<file path="config.mk">
export PLATFORM = sky130hd
export DESIGN_NAME = vp_arbiter
export DESIGN_NICKNAME = d
export VERILOG_FILES = /design/src/rtl/vp_pkg.sv /design/src/rtl/rr_pick.sv /design/src/rtl/vp_arbiter.sv
export SDC_FILE = /design/constraint.sdc
export NUM_CORES = 1
export LEC_CHECK = 0
export CAP_MARGIN = 20
export CORE_AREA = 2 2 342 344
export CTS_CLUSTER_DIAMETER = 30
export DETAILED_ROUTE_END_ITERATION = 10
export DIE_AREA = 0 0 344 346
export PLACE_DENSITY = 0.38
export SYNTH_ARGS = -nofsm -noshare
export SYNTH_HDL_FRONTEND = slang
export SYNTH_SLANG_ARGS = --single-unit
</file>
<file path="constraint.sdc">
create_clock -name clk -period 6.06 [get_ports clk]
set_input_delay 1.818 -clock clk [delete_from_list [all_inputs] [get_ports clk]]
set_output_delay 1.818 -clock clk [all_outputs]
set_load 0.05 [all_outputs]
</file>
<file path="src/rtl/vp_pkg.sv">
// ---------------------------------------------------------------------------
// vp_pkg
//
// Definitions shared by the shader pipelines, the vector-processor arbiter and
// the vector processor itself:
//   - default lane width (8.8 fixed point) and lanes per vector
//   - op-code width and the op-code constants used by the shader pipeline
//   - arbiter FSM state encoding (also exported on the arbiter debug port)
// ---------------------------------------------------------------------------
package vp_pkg;

    localparam int VP_DATA_WIDTH   = 16;
    localparam int VP_VECTOR_WIDTH = 4;
    localparam int VP_OP_WIDTH     = 4;

    localparam logic [VP_OP_WIDTH-1:0] OP_SCALE  = 4'h4;
    localparam logic [VP_OP_WIDTH-1:0] OP_LENGTH = 4'h5;

    typedef enum logic [1:0] {
        ARB_IDLE  = 2'd0,
        ARB_ISSUE = 2'd1,
        ARB_WAIT  = 2'd2,
        ARB_RESP  = 2'd3
    } arb_state_e;

    // Width of a requester index; never narrower than one bit.
    function automatic int idx_width(input int n);
        return (n > 1) ? $clog2(n) : 1;
    endfunction

endpackage

</file>
<file path="src/rtl/rr_pick.sv">
// ---------------------------------------------------------------------------
// rr_pick
//
// Combinational round-robin picker. The winner is the first requester with
// its request bit set, searching upward from last_grant+1 modulo NUM_REQ.
// The previous winner itself therefore has the lowest priority.
//
// Ports:
//   req        in   NUM_REQ  request vector
//   last_grant in   IDX_W    index of the most recently served requester
//   grant      out  NUM_REQ  one-hot winner (all zero when no request)
//   grant_idx  out  IDX_W    index of the winner (0 when no request)
//   any_req    out  1        at least one request is present
// ---------------------------------------------------------------------------
module rr_pick #(
    parameter int NUM_REQ = 4,
    parameter int IDX_W   = 2
) (
    input  logic [NUM_REQ-1:0] req,
    input  logic [IDX_W-1:0]   last_grant,
    output logic [NUM_REQ-1:0] grant,
    output logic [IDX_W-1:0]   grant_idx,
    output logic               any_req
);

    logic [IDX_W-1:0] cand;

    // Walk from the farthest candidate to the nearest one so that the
    // nearest requesting index after last_grant overwrites everything else.
    always_comb begin
        grant     = '0;
        grant_idx = '0;
        any_req   = 1'b0;
        cand      = '0;
        for (int k = NUM_REQ; k >= 1; k--) begin
            cand = IDX_W'((int'(last_grant) + k) % NUM_REQ);
            if (req[cand]) begin
                grant       = '0;
                grant[cand] = 1'b1;
                grant_idx   = cand;
                any_req     = 1'b1;
            end
        end
    end

endmodule

</file>
<file path="src/rtl/vp_arbiter.sv">
// ---------------------------------------------------------------------------
// vp_arbiter
//
// Shares one vector processor between NUM_REQ shader pipelines. One operation
// is in flight at a time: accept (IDLE) -> start pulse (ISSUE) -> wait for the
// result (WAIT) -> return it to the granted requester only (RESP).
//
// Handshake: a requester raises req_valid[i] and holds its payload stable
// until it sees req_ready[i]; the transfer happens in the cycle where both
// are high. Dropping req_valid before that withdraws the request. req_ready
// is a one-cycle one-hot pulse and is only ever raised in IDLE. resp_valid is
// a one-cycle one-hot strobe with no back-pressure; resp_error qualifies it.
//
// Optional feature macro: VP_ARB_TIMEOUT_EN
//   defined   - WAIT is bounded by a watchdog of TIMEOUT_CYCLES; on expiry
//               the requester gets resp_result=0 with resp_error=1.
//   undefined - WAIT waits for vp_result_valid indefinitely; resp_error=0.
//
// Ports:
//   clk, rst_n            clock, asynchronous active-low reset
//   req_valid/req_ready   per-requester handshake
//   req_operation         4-bit op code per requester, [4i+3:4i]
//   req_vec_a/req_vec_b   operand vectors per requester
//   req_scalar            scalar operand per requester
//   resp_valid            one-hot result strobe
//   resp_result           shared result bus, held until the next RESP
//   resp_error            high with resp_valid when the operation timed out
//   vp_start              one-cycle start pulse to the vector processor
//   vp_operation/vp_vec_a/vp_vec_b/vp_scalar
//                         latched operands, held until the next acceptance
//   vp_busy               vector processor busy; blocks acceptance in IDLE
//   vp_done               status only; never completes an operation
//   vp_result_valid       result strobe, only honoured in WAIT
//   vp_result             result vector
//   dbg_state             current FSM state
// ---------------------------------------------------------------------------
module vp_arbiter
    import vp_pkg::*;
#(
    parameter int NUM_REQ        = 4,
    parameter int DATA_WIDTH     = VP_DATA_WIDTH,
    parameter int VECTOR_WIDTH   = VP_VECTOR_WIDTH,
    parameter int TIMEOUT_CYCLES = 1023
) (
    input  logic                                     clk,
    input  logic                                     rst_n,
    input  logic [NUM_REQ-1:0]                       req_valid,
    output logic [NUM_REQ-1:0]                       req_ready,
    input  logic [NUM_REQ*VP_OP_WIDTH-1:0]           req_operation,
    input  logic [NUM_REQ*VECTOR_WIDTH*DATA_WIDTH-1:0] req_vec_a,
    input  logic [NUM_REQ*VECTOR_WIDTH*DATA_WIDTH-1:0] req_vec_b,
    input  logic [NUM_REQ*DATA_WIDTH-1:0]            req_scalar,
    output logic [NUM_REQ-1:0]                       resp_valid,
    output logic [VECTOR_WIDTH*DATA_WIDTH-1:0]       resp_result,
    output logic                                     resp_error,
    output logic                                     vp_start,
    output logic [VP_OP_WIDTH-1:0]                   vp_operation,
    output logic [VECTOR_WIDTH*DATA_WIDTH-1:0]       vp_vec_a,
    output logic [VECTOR_WIDTH*DATA_WIDTH-1:0]       vp_vec_b,
    output logic [DATA_WIDTH-1:0]                    vp_scalar,
    input  logic                                     vp_busy,
    input  logic                                     vp_done,
    input  logic                                     vp_result_valid,
    input  logic [VECTOR_WIDTH*DATA_WIDTH-1:0]       vp_result,
    output arb_state_e                               dbg_state
);

    localparam int IDX_W = idx_width(NUM_REQ);
    localparam int VEC_W = VECTOR_WIDTH * DATA_WIDTH;

    // ------------------------------------------------------------------
    // State
    // ------------------------------------------------------------------
    arb_state_e               state_q, state_d;
    logic [IDX_W-1:0]         grant_idx_q, grant_idx_d;
    logic [IDX_W-1:0]         last_grant_q, last_grant_d;
    logic [VP_OP_WIDTH-1:0]   vp_operation_q, vp_operation_d;
    logic [VEC_W-1:0]         vp_vec_a_q, vp_vec_a_d;
    logic [VEC_W-1:0]         vp_vec_b_q, vp_vec_b_d;
    logic [DATA_WIDTH-1:0]    vp_scalar_q, vp_scalar_d;
    logic [VEC_W-1:0]         resp_result_q, resp_result_d;

`ifdef VP_ARB_TIMEOUT_EN
    localparam int TMR_W = $clog2(TIMEOUT_CYCLES + 1);
    logic [TMR_W-1:0]         timer_q, timer_d;
    logic                     resp_error_q, resp_error_d;
`endif

    // ------------------------------------------------------------------
    // Round-robin pick and payload selection
    // ------------------------------------------------------------------
    logic [NUM_REQ-1:0]       pick_grant;
    logic [IDX_W-1:0]         pick_idx;
    logic                     pick_any;

    logic [VP_OP_WIDTH-1:0]   sel_op;
    logic [VEC_W-1:0]         sel_vec_a;
    logic [VEC_W-1:0]         sel_vec_b;
    logic [DATA_WIDTH-1:0]    sel_scalar;

    logic [NUM_REQ-1:0]       req_ready_c;
    logic [NUM_REQ-1:0]       resp_valid_c;

    rr_pick #(
        .NUM_REQ (NUM_REQ),
        .IDX_W   (IDX_W)
    ) u_rr_pick (
        .req        (req_valid),
        .last_grant (last_grant_q),
        .grant      (pick_grant),
        .grant_idx  (pick_idx),
        .any_req    (pick_any)
    );

    // The pick is one-hot, so a plain priority loop acts as a one-hot mux.
    always_comb begin
        sel_op     = '0;
        sel_vec_a  = '0;
        sel_vec_b  = '0;
        sel_scalar = '0;
        for (int i = 0; i < NUM_REQ; i++) begin
            if (pick_grant[i]) begin
                sel_op     = req_operation[i*VP_OP_WIDTH +: VP_OP_WIDTH];
                sel_vec_a  = req_vec_a[i*VEC_W +: VEC_W];
                sel_vec_b  = req_vec_b[i*VEC_W +: VEC_W];
                sel_scalar = req_scalar[i*DATA_WIDTH +: DATA_WIDTH];
            end
        end
    end

    // ------------------------------------------------------------------
    // Next-state logic
    // ------------------------------------------------------------------
    always_comb begin
        state_d        = state_q;
        grant_idx_d    = grant_idx_q;
        last_grant_d   = last_grant_q;
        vp_operation_d = vp_operation_q;
        vp_vec_a_d     = vp_vec_a_q;
        vp_vec_b_d     = vp_vec_b_q;
        vp_scalar_d    = vp_scalar_q;
        resp_result_d  = resp_result_q;
        req_ready_c    = '0;
`ifdef VP_ARB_TIMEOUT_EN
        timer_d        = timer_q;
        resp_error_d   = resp_error_q;
`endif

        case (state_q)
            ARB_IDLE: begin
                if (pick_any && !vp_busy) begin
                    req_ready_c    = pick_grant;
                    grant_idx_d    = pick_idx;
                    vp_operation_d = sel_op;
                    vp_vec_a_d     = sel_vec_a;
                    vp_vec_b_d     = sel_vec_b;
                    vp_scalar_d    = sel_scalar;
                    state_d        = ARB_ISSUE;
`ifdef VP_ARB_TIMEOUT_EN
                    resp_error_d   = 1'b0;
`endif
                end
            end

            ARB_ISSUE: begin
                state_d = ARB_WAIT;
`ifdef VP_ARB_TIMEOUT_EN
                // Clearing here means the counter reads 0 in the first
                // WAIT cycle.
                timer_d = '0;
`endif
            end

            ARB_WAIT: begin
                if (vp_result_valid) begin
                    resp_result_d = vp_result;
                    state_d       = ARB_RESP;
                end
`ifdef VP_ARB_TIMEOUT_EN
                else if (timer_q == TMR_W'(TIMEOUT_CYCLES)) begin
                    resp_result_d = '0;
                    resp_error_d  = 1'b1;
                    state_d       = ARB_RESP;
                end else begin
                    timer_d = timer_q + TMR_W'(1);
                end
`endif
            end

            ARB_RESP: begin
                last_grant_d = grant_idx_q;
                state_d      = ARB_IDLE;
            end

            default: state_d = ARB_IDLE;
        endcase
    end

    always_comb begin
        resp_valid_c = '0;
        for (int i = 0; i < NUM_REQ; i++) begin
            resp_valid_c[i] = (state_q == ARB_RESP) && (grant_idx_q == IDX_W'(i));
        end
    end

    // ------------------------------------------------------------------
    // Registers
    // ------------------------------------------------------------------
    always_ff @(posedge clk or negedge rst_n) begin
        if (!rst_n) begin
            state_q        <= ARB_IDLE;
            grant_idx_q    <= '0;
            last_grant_q   <= IDX_W'(NUM_REQ - 1);
            vp_operation_q <= '0;
            vp_vec_a_q     <= '0;
            vp_vec_b_q     <= '0;
            vp_scalar_q    <= '0;
            resp_result_q  <= '0;
        end else begin
            state_q        <= state_d;
            grant_idx_q    <= grant_idx_d;
            last_grant_q   <= last_grant_d;
            vp_operation_q <= vp_operation_d;
            vp_vec_a_q     <= vp_vec_a_d;
            vp_vec_b_q     <= vp_vec_b_d;
            vp_scalar_q    <= vp_scalar_d;
            resp_result_q  <= resp_result_d;
        end
    end

`ifdef VP_ARB_TIMEOUT_EN
    always_ff @(posedge clk or negedge rst_n) begin
        if (!rst_n) begin
            timer_q      <= '0;
            resp_error_q <= 1'b0;
        end else begin
            timer_q      <= timer_d;
            resp_error_q <= resp_error_d;
        end
    end

    assign resp_error = resp_error_q;
`else
    logic unused_timeout;
    assign unused_timeout = TIMEOUT_CYCLES[0];
    assign resp_error     = 1'b0;
`endif

    // vp_done is informational only: completion is signalled by
    // vp_result_valid alone.
    logic unused_vp_done;
    assign unused_vp_done = vp_done;

    // ------------------------------------------------------------------
    // Outputs
    // ------------------------------------------------------------------
    // req_ready is decoded from IDLE, which is also the reset state; masking
    // with rst_n keeps it low while reset is held with requests pending.
    assign req_ready    = req_ready_c & {NUM_REQ{rst_n}};
    assign resp_valid   = resp_valid_c;
    assign resp_result  = resp_result_q;
    assign vp_start     = (state_q == ARB_ISSUE);
    assign vp_operation = vp_operation_q;
    assign vp_vec_a     = vp_vec_a_q;
    assign vp_vec_b     = vp_vec_b_q;
    assign vp_scalar    = vp_scalar_q;
    assign dbg_state    = state_q;

endmodule

</file>
==> impl_metrics.yaml, run 1 <==
clock_network:
  cts_buffers: 86
  insertion_delay_ns: 0.64
  cts_resized: 0
  cts_buffer_depth: 3
  cts_hold_buf: 0
  cts-root-buf: "clkbuf_16"
  h-tree-depth: 3
  cts_sinks: 218
  cts_tree: "done"
  clk_pin_slew_worst_paths_ns: 0.04
  cts_setup_buffers: 0
placed_design:
  io_buffers: 886
  hpwl_mm: 68.30
  dp.cells: 3550
  place_congestion: 0.8702
  dpl-instance-area_um2: 22860
setup_path:
  cp-end-kind: "output port"
  crit_required_ns: 4.24
  rrSetupSlack_ns: 1.54
  arrival_ns: 4.10
  start_kind: "input port"
  crit_fanout: 8
  critical_path_class: "input port to output port"
drt:
  drt_pass1_iterations: 5
  avgRoutedWirePerCell_um: 23.98
  ant_nets: 0
  via_per_inst: 3.997
  drtIter0Drc: 633
  drcViolationCount: 0
  wl_mm: 89.09
  dr_total_vias: 14850
logic_synthesis:
  synthDistinctLibCells: 41
  synth-seq-area-share_pct: 44.27
  synth_warnings: 0
  synth_top_area_share_pct: 43.84
  syn_avg_cell_area_um2: 9.951
  synth-seq-cells: 218
  syn-num-nets: 1916
  yosys-top-cells-area: "dfrtp_1, o221ai_1, a22oi_1"
  synthFlopType: "dfrtp_1"
  synth_cells: 1239
  yosysTopAreaCell: "dfrtp_1"
  ys_async_sr_fraction_pct: 100.0
  synthTopCellsByCount: "dfrtp_1, nand2_1, a22oi_1, a31oi_1, o221ai_1"
  yosysMostFrequentCell: "dfrtp_1"
  synth-edff-count: 0
  syn-cell-area_um2: 12330
power_and_ir_drop:
  clockPowerShare_pct: 26.6
  ir_worst_vdd_uv: 336.4
  p_switching_mw: 8.058
  p_leak_nw: 9.524
  p_total_mw: 16.79
  power-per-cell-area_nw_per_um2: 649.0
  internal_power_mw: 8.729
  combinationalPowerShare_pct: 56.8
  swShare_pct: 48.00
  pwr-share-seq_pct: 16.6
floorplan:
  start_util_pct: 10.68
  ios: 889
  placementRows: 125
  die_width_um: 344
  dieHeight_um: 346
  die-area_um2: 119000
  coreArea_um2: 115400
final_layout:
  seq_area_um2: 5458
  nets: 2791
  finalInstanceArea_um2: 25870
  syn_to_final_growth_pct: 109.8
  multi_input_area_um2: 6295
  fin_cells: 3715
  fill_cells: 12510
  drive_gt1_share_pct: 11.13
hold_path:
  hold_path.class: "flip-flop to flip-flop"
sta:
  timing.fmax_mhz: 169.1
  worstMarginPinSlew_ns: 1.087
  setup_tns_ns: 0
  drv_slew: 0
  finalClockSkew_ns: 0.03550
  grt_setup_unrepaired: "false"
  hold_viol: 0
  relSlewSlack_pct: 27.51
  timing.final.crit_share_pct: 97.59
  finalCriticalPeriod_ns: 5.914
  setup_viol: 0
flow_run:
  max_cap_violations: 0
status:
  status: "finished, final reports clean"
global_routing:
  grt_usage_pct: 14.29
  grt_pass1_wl_mm: 122.8
  grt_pass1_vias: 16190
  antenna_found_initial: 19
  grt_overflow_total: 0
  grt_max_degree: 114
-- power by group through the flow --
stage	clock network (mW)	registers, mW	logic, mW
2_1_floorplan	0	5.16	3.36
3_3_place_gp	0	2.78	9.64
3_5_place_dp	0	2.80	9.62
4_1_cts	4.58	2.81	9.68
5_1_grt	4.66	2.90	10.1
6_report	4.47	2.78	9.53
-- cell type report --
class / instances / share of cell area [%]
antenna: 7 / 0.06772
clock buffer: 131 / 9.790
clock inverter: 27 / 1.761
inverter: 7 / 0.1016
multi-input combinational: 890 / 24.33
sequential: 218 / 21.10
tap: 1524 / 7.372
timing repair buffer: 911 / 35.47
-- critical path, stage by stage --
cell and delay (ns):
clkdlybuf4s50_1 0.51, mux4_2 0.56, nor4b_2 0.41, and2_1 0.25
or2_4 0.14, nor2b_1 0.22, buf_12 0.18
-- registers in the layout, summed over array words and instances, names as in the netlist --
signal        flops
grant_idx_q       2
dbg_state         2
vp_vec_a         64
vp_vec_b         64
resp_result      64
vp_operation      4
vp_scalar        16
last_grant_q      2
-- placed cells by master, fill, tap and decap left out, types with 12 or more instances in the layout --
| cell | netlist | routed |
|---|---|---|
| clkdlybuf4s50_1 | 0 | 881 |
| dfrtp_1 | 216 | 216 |
| nand2_1 | 159 | 158 |
| a22oi_1 | 148 | 148 |
| o221ai_1 | 148 | 148 |
| a31oi_1 | 148 | 148 |
| nand2b_1 | 142 | 142 |
| clkbuf_16 | 0 | 87 |
| mux2_2 | 65 | 65 |
| clkbuf_1 | 35 | 25 |
| clkbuf_8 | 0 | 19 |
| buf_4 | 8 | 19 |
| ha_1 | 12 | 12 |
-- routing by layer --
| layer | share of wire [%] | global-route usage (%) |
|---|---|---|
| met1 | 40 | 16.64 |
| met2 | 49 | 24.67 |
| met3 | 8.3 | 4.782 |
| met4 | 2.5 | 4.091 |
| met5 | 0.056 | 0 |
-- per-stage QoR --
stage	hold WS [ns]	setup WS, ns	utilization, %
after floorplan	0.4992	0.01654	-
after global placement	0.4919	0.1810	19.81
after detailed placement	0.4923	0.1148	19.81
after CTS	0.5034	0.1174	22.40
after global routing	0.5076	0.02990	22.40
final	0.5016	0.1462	22.41
-- cell families after synthesis --
kind of cell | count (synthesis) | share of synthesized area (%)
AO/OA/AOI/OAI | 474 | 28.84
AND/OR/NAND/NOR | 334 | 13.87
flip-flops | 218 | 44.27
buffers and inverters | 131 | 5.105
multiplexers | 69 | 6.667
adder cells (fa/ha/maj) | 12 | 1.218
other | 1 | 0.03042
-- path summary, 6_finish.rpt --
kind	start	end	cells past startpoint
min in group asynchronous	rst_n	resp_result[17]	1
worst max-delay path	req_valid[3]	req_ready[3]	7
max in group asynchronous	rst_n	vp_scalar[9]	3
worst min-delay path	resp_result[18]	resp_result[18]	1
worst min register to register	resp_result[18]	resp_result[18]	1
worst max register to register	last_grant_q[0]	vp_vec_b[62]	10
No activity file was read; power rests on OpenSTA's default activity.
==> run 2: changes to the inputs <==
- CELL_PAD_IN_SITES_DETAIL_PLACEMENT: unset -> 0
- CELL_PAD_IN_SITES_GLOBAL_PLACEMENT: unset -> 2
- CORE_AREA: 2 2 342 344 -> 2 2 346 348
- DIE_AREA: 0 0 344 346 -> 0 0 348 350
- PLACE_DENSITY: 0.38 -> 0.55
- RECOVER_POWER: unset -> 50
- TNS_END_PERCENT: unset -> 1
==> run 2 against run 1 <==
  * The run now ends with capacitance limit, slew limit left
  * Clock skew down 0.016 ns
  * Core utilization down 0.25 points
  * Power up 2.3%
  * Final cell count up 0.97%
  * Register-to-register slack worse by 0.11 ns
  * Worst setup slack worse by 0.0011 ns
  * Sequential share of layout area down 0.19 points
  * Count of clock-buffer cells in the layout up 30
  * Combinational power up 2.7%
  * Global-route usage up 0.59 points
  * Sequential cell count unchanged
  * Wire length up 7.3%
==> impl_metrics.yaml, run 2 (synthesis results as in run 1) <==
sta:
  setup_viol: 0
  setup_tns_ns: 0
  timing.fmax_mhz: 169.1
  finalCriticalPeriod_ns: 5.915
  relSlewSlack_pct: -151.3
  hold_viol: 0
  setup_slack_ns: 0.1450
  drv_slew: 215
  worstMarginPinSlew_ns: 3.769
  finalClockSkew_ns: 0.01976
  timing.final.crit_share_pct: 97.61
clock_network:
  cts_sinks: 218
  cts_tree: "done"
  clk_pin_slew_worst_paths_ns: 0.04
  insertion_delay_ns: 0.65
  cts_buffers: 97
  cts-root-buf: "clkbuf_16"
  cts_hold_buf: 0
  cts_buffer_depth: 3
  h-tree-depth: 3
placed_design:
  hpwl_mm: 72.95
  io_buffers: 886
  place_congestion: 0.8839
  dp.cells: 3563
  dpl_worst_slack_ns: 0.06394
hold_path:
  hold_path.class: "flip-flop to flip-flop"
  min-delay-start: "resp_result[31]"
floorplan:
  die_width_um: 348
  start_util_pct: 10.47
  ios: 889
  coreArea_um2: 117800
  die-area_um2: 121800
  placementRows: 126
  dieHeight_um: 350
setup_path:
  crit_fanout: 9
  critical_path_class: "input port to output port"
  crit_required_ns: 4.24
  start_kind: "input port"
  path_delay_family: "buffers and inverters"
  r2r_start: "last_grant_q[0]"
  critPathSlowestCell: "clkdlybuf4s50_1"
  arrival_ns: 4.10
  worstPathCellList: "clkdlybuf4s50_1 -> mux4_2 -> buf_4 -> nor4_1 -> nor2b_1 -> nand2_1 -> a21oi_1 -> buf_12"
  cp-end-kind: "output port"
  crit_start: "req_valid[3]"
  cp_slowest_stage_delay_ns: 0.63
  path_buf_inv: 3
global_routing:
  grt_pass1_vias: 16170
  grt_max_degree: 79
  grt_pass1_wl_mm: 128.2
  grt_usage_pct: 14.88
  antenna_found_initial: 22
  grt_overflow_total: 0
final_layout:
  syn_to_final_growth_pct: 111.7
  fin_cells: 3751
  drive_gt1_share_pct: 11.46
  layout_common_cells: "clkdlybuf4s50_1, dfrtp_1, nand2_1"
  final_common_cell: "clkdlybuf4s50_1"
  nets: 2807
drt:
  ant_nets: 0
  wl_mm: 95.57
  dr_total_vias: 15080
  via_per_inst: 4.020
  drt_pass1_iterations: 5
  drtIter0Drc: 1017
  avgRoutedWirePerCell_um: 25.48
  drcViolationCount: 0
status:
  violations: "capacitance limit, slew limit"
  status: "finished, violations left"
power_and_ir_drop:
  power-per-cell-area_nw_per_um2: 658.0
  ir_worst_vdd_uv: 362.0
  p_leak_nw: 9.651
flow_run:
  max_cap_violations: 4
## run 2: cell types whose count changed in the layout (fill, tap and decap cells not counted), sizes merged
cell,previous run,this run
clkinv,15,13
dlygate4sd3,0,1
mux4,4,5
clkdlybuf4s50,881,880
clkbuf,131,164
clkinvlp,3,0
buf,30,31
bufinv,8,0
inv,8,10
## run 2: per-layer routing
metal | GRT usage (%) | part of all wire, % | up-vias
met5 | 0.7064 | 0.23 | -
met4 | 5.963 | 3.0 | 16
met3 | 6.533 | 10 | 166
met2 | 24.88 | 48 | 843
met1 | 16.45 | 38 | 7385
li1 | - | - | 6668
## run 2: path summary, 6_finish.rpt
check | to | slack (ns) | cells after the start
max in group asynchronous | vp_vec_a[55] | 0.88 | 3
setup reg to reg | vp_vec_a[50] | 1.43 | 10
setup / recovery | req_ready[0] | 0.15 | 8
hold reg to reg | resp_result[31] | 0.50 | 1
hold / removal | resp_result[31] | 0.50 | 1
min in group asynchronous | resp_result[63] | 1.00 | 1
## run 2: final cells by class
| cell class | count | area (um^2) |
|---|---|---|
| Tap cell | 1536 | 1922 |
| Sequential cell | 218 | 5458 |
| Clock buffer | 161 | 2979 |
| Clock inverter | 16 | 138.9 |
| Fill cell | 12770 | 91670 |
| Inverter | 7 | 26.28 |
| Antenna cell | 7 | 17.52 |
| Timing Repair Buffer | 915 | 9234 |
| Multi-Input combinational cell | 891 | 6325 |
## run 2: worst register-to-register path, delay by kind of cell, from the launching register on
kind                     cells  cell delay (ns)
buffers and inverters        4             1.74
flip-flops                   1             0.89
AO/OA/AOI/OAI                3             0.80
adder cells (fa/ha/maj)      1             0.47
multiplexers                 1             0.42
AND/OR/NAND/NOR              1             0.22
## run 2: through the flow
| step | power, mW | util [%] | hold slack, ns | cell area (um^2) |
|---|---|---|---|---|
| 3_5_place_dp | 12.63 | 19.46 | 0.4961 | 22920 |
| 6_report | 17.17 | 22.16 | 0.5035 | 26100 |
| 3_3_place_gp | 12.59 | 19.46 | 0.4913 | 22920 |
| 2_1_floorplan | 8.527 | - | 0.4992 | 12330 |
| 5_1_grt | 18.06 | 22.16 | 0.5155 | 26100 |
| 4_1_cts | 17.40 | 22.11 | 0.5033 | 26040 |
## run 2: what timing repair did
action / 4_1_cts / 5_1_grt
gates resized for setup: 0 / 2
setup buffers: 0 / 3
endpoints found under the setup margin: 0 / 1
## run 2: power by group
part	leakage, nW	internal (mW)	switching (mW)	total [mW]
clock	1.54	3.27	1.32	4.59
sequential	2.50	2.25	0.552	2.80
combinational	5.61	3.36	6.42	9.79
total	9.65	8.88	8.30	17.2
==> run 3: changes to the inputs <==
- HOLD_SLACK_MARGIN: unset -> 0.12
==> results of run 3 <==
Final layout, timing and power as in run 2 (identical DEF).
==> patch (config.mk and constraints of run 3) <==
`NUM_REQ` is set to 4 in 2 places; all go to 3.
--- a/src/rtl/rr_pick.sv
+++ b/src/rtl/rr_pick.sv
@@ -13,7 +13,7 @@
 //   any_req    out  1        at least one request is present
 // ---------------------------------------------------------------------------
 module rr_pick #(
-    parameter int NUM_REQ = 4,
+    parameter int NUM_REQ = 3,
     parameter int IDX_W   = 2
 ) (
     input  logic [NUM_REQ-1:0] req,
--- a/src/rtl/vp_arbiter.sv
+++ b/src/rtl/vp_arbiter.sv
@@ -37,7 +37,7 @@
 module vp_arbiter
     import vp_pkg::*;
 #(
-    parameter int NUM_REQ        = 4,
+    parameter int NUM_REQ        = 3,
     parameter int DATA_WIDTH     = VP_DATA_WIDTH,
     parameter int VECTOR_WIDTH   = VP_VECTOR_WIDTH,
     parameter int TIMEOUT_CYCLES = 1023
Interface: changed (7 resized); port bits go from 889 to 738. No check against the original RTL was run, so the function may have changed too.
==> patch against run 3 <==
  * The run still ends with max-capacitance violations, max-slew violations left
  * Sequential power shrank 11%
  * Critical endpoint is now req_ready[2]
  * Highest routed layer unchanged
  * Critical path depth stayed put
  * Area after synthesis fell by 4.9%
  * Routed wire length decreased by 25%
  * Setup slack improved by 0.13 ns
  * Non-clock buffer count fell by 159
  * Utilization shrank 2.1 points
  * Count of clock-buffer cells in the layout fell by 21
  * Sequential cell count is the same
  * Combinational power is 12% lower
  * Total power shrank 10%
  * Design area decreased by 9.7%
  * Synthesized cell count fell by 0.48%
==> patch: results <==
set metrics [dict create \
    crit_path_start "req_valid[1]" \
    antenna_found_initial 14 \
    fin_worst_skew_ns 0.0220 \
    grt_max_degree 149 \
    hold_path_depth 2 \
    syn_nets 1758 \
    vdd_drop_max_mv 0.571 \
    inverters 8 \
    seqCellArea_mm2 0.00546 \
    post_cts_buffers 0 \
    ys_top_cells_by_area "dfrtp_1 46%, a311oi_1 11%, and3_1 7.9%" \
    maxCapViolCount 4 \
    nMultiInputCombCells 868 \
    cp.arrival_ns 3.96 \
    nets 2462 \
    slowest_stage "dlygate4sd3_1" \
    place.port_buffers 735 \
    synth_common_cells "217 x dfrtp_1, 170 x o21ai_0, 155 x nand2_1, 149 x and3_1, 148 x a311oi_1" \
    post_route_cells_drive_above_1_share_pct 12.2 \
    gp_congestion 0.794 \
    tightest_slew_ns 2.37 \
    multi_input_area_share_pct 23.6 \
    wl_um 71700 \
    maxSlewViolCount 216 \
    grtUsageTotal_pct 11.2 \
    numCtsBuffers 85 \
    holdPathEnd "vp_vec_b[58]$_DFFE_PN0P_" \
    dp.final_hpwl_um 49200 \
    holdCritStartpoint "vp_vec_b[58]$_DFFE_PN0P_" \
    via_per_inst 3.75 \
    timing.hold.ws_ns 0.468 \
    clock_latency_ns 0.63 \
    grt_pass1_wl_um 99800 \
    timing.rr.start "last_grant_q[1]$_DFFE_PN1P_" \
    ys_seq_area_share_pct 46.5 \
    dpl_worst_slack_ns 0.386 \
    clkbuf_count 140 \
    p_leak_nw 9.33 \
    cp_max_fo 4 \
    violations "max-capacitance violations, max-slew violations" \
    area_share_nonclk_buffers_pct 32.4 \
    status "finished, violations left" \
    buffers_excl_clock 756 \
    drt_iter0_drc 468 \
    ys.warnings.count 0 \
    r2r-end "vp_scalar[11]$_DFFE_PN0P_" \
    path_clk_slew_ns 0.04 \
    fillers 12900 \
]
==> patch: changes by cell type in the layout (fill, tap and decap cells not counted), moves of 130 or more <==
cell	delta
o21ai_1	+130
a31oi_1	-148
a22oi_1	-148
o221ai_1	-148
nand2b_1	-142
clkdlybuf4s50_1	-191
and3_1	+147
a311oi_1	+148
o21ai_0	+161
==> patch: layer usage <==
layer | global-route usage, % | up-vias | share of wire [%]
met5 | 0 | - | 0.096
met4 | 4.76 | 10 | 3.3
met3 | 4.18 | 134 | 8.1
met2 | 18.9 | 574 | 49
met1 | 12.7 | 6517 | 39
li1 | - | 6080 | -
==> patch: where the power goes <==
group / internal [mW] / switching [mW]
logic: 2.80 / 5.86
registers: 2.12 / 0.360
clock network: 3.10 / 1.22
total: 8.02 / 7.44
==> patch: stage by stage <==
stage	instance area (um2)	instances
3_5_place_dp	20700	3386
2_1_floorplan	11700	1233
4_1_cts	23600	3545
5_1_grt	23600	3551
6_report	23600	3552
3_3_place_gp	20700	3386
==> patch: worst reg2reg max path, stage by stage (launching register included) <==
cell	delay, ns
dfstp_2	0.54
inv_1	0.07
ha_1	0.27
mux2_2	0.32
mux2i_4	0.26
a41oi_2	0.19
buf_4	0.21
nand2_4	0.08
clkbuf_2	1.55
nand2_1	0.39
o21ai_1	0.16
==> patch: logic make-up after synthesis <==
kind of cell,count (synthesis),share of synthesized area (%)
AOI/OAI and AO/OA,462,25.1
and+or+nand+nor,324,14.1
DFF,218,46.5
buffers and inverters,147,6.34
muxes,72,6.98
adders and majority gates,9,0.960
other,1,0.0320
==> patch: worst max path at each step <==
stage,end,slack [ns],cells past startpoint
after floorplan,req_ready[2],0.64,9
after global placement,req_ready[2],0.35,8
after detailed placement,req_ready[2],0.39,8
after CTS,req_ready[0],0.39,7
after global routing,req_ready[2],0.11,8
final,req_ready[2],0.28,8
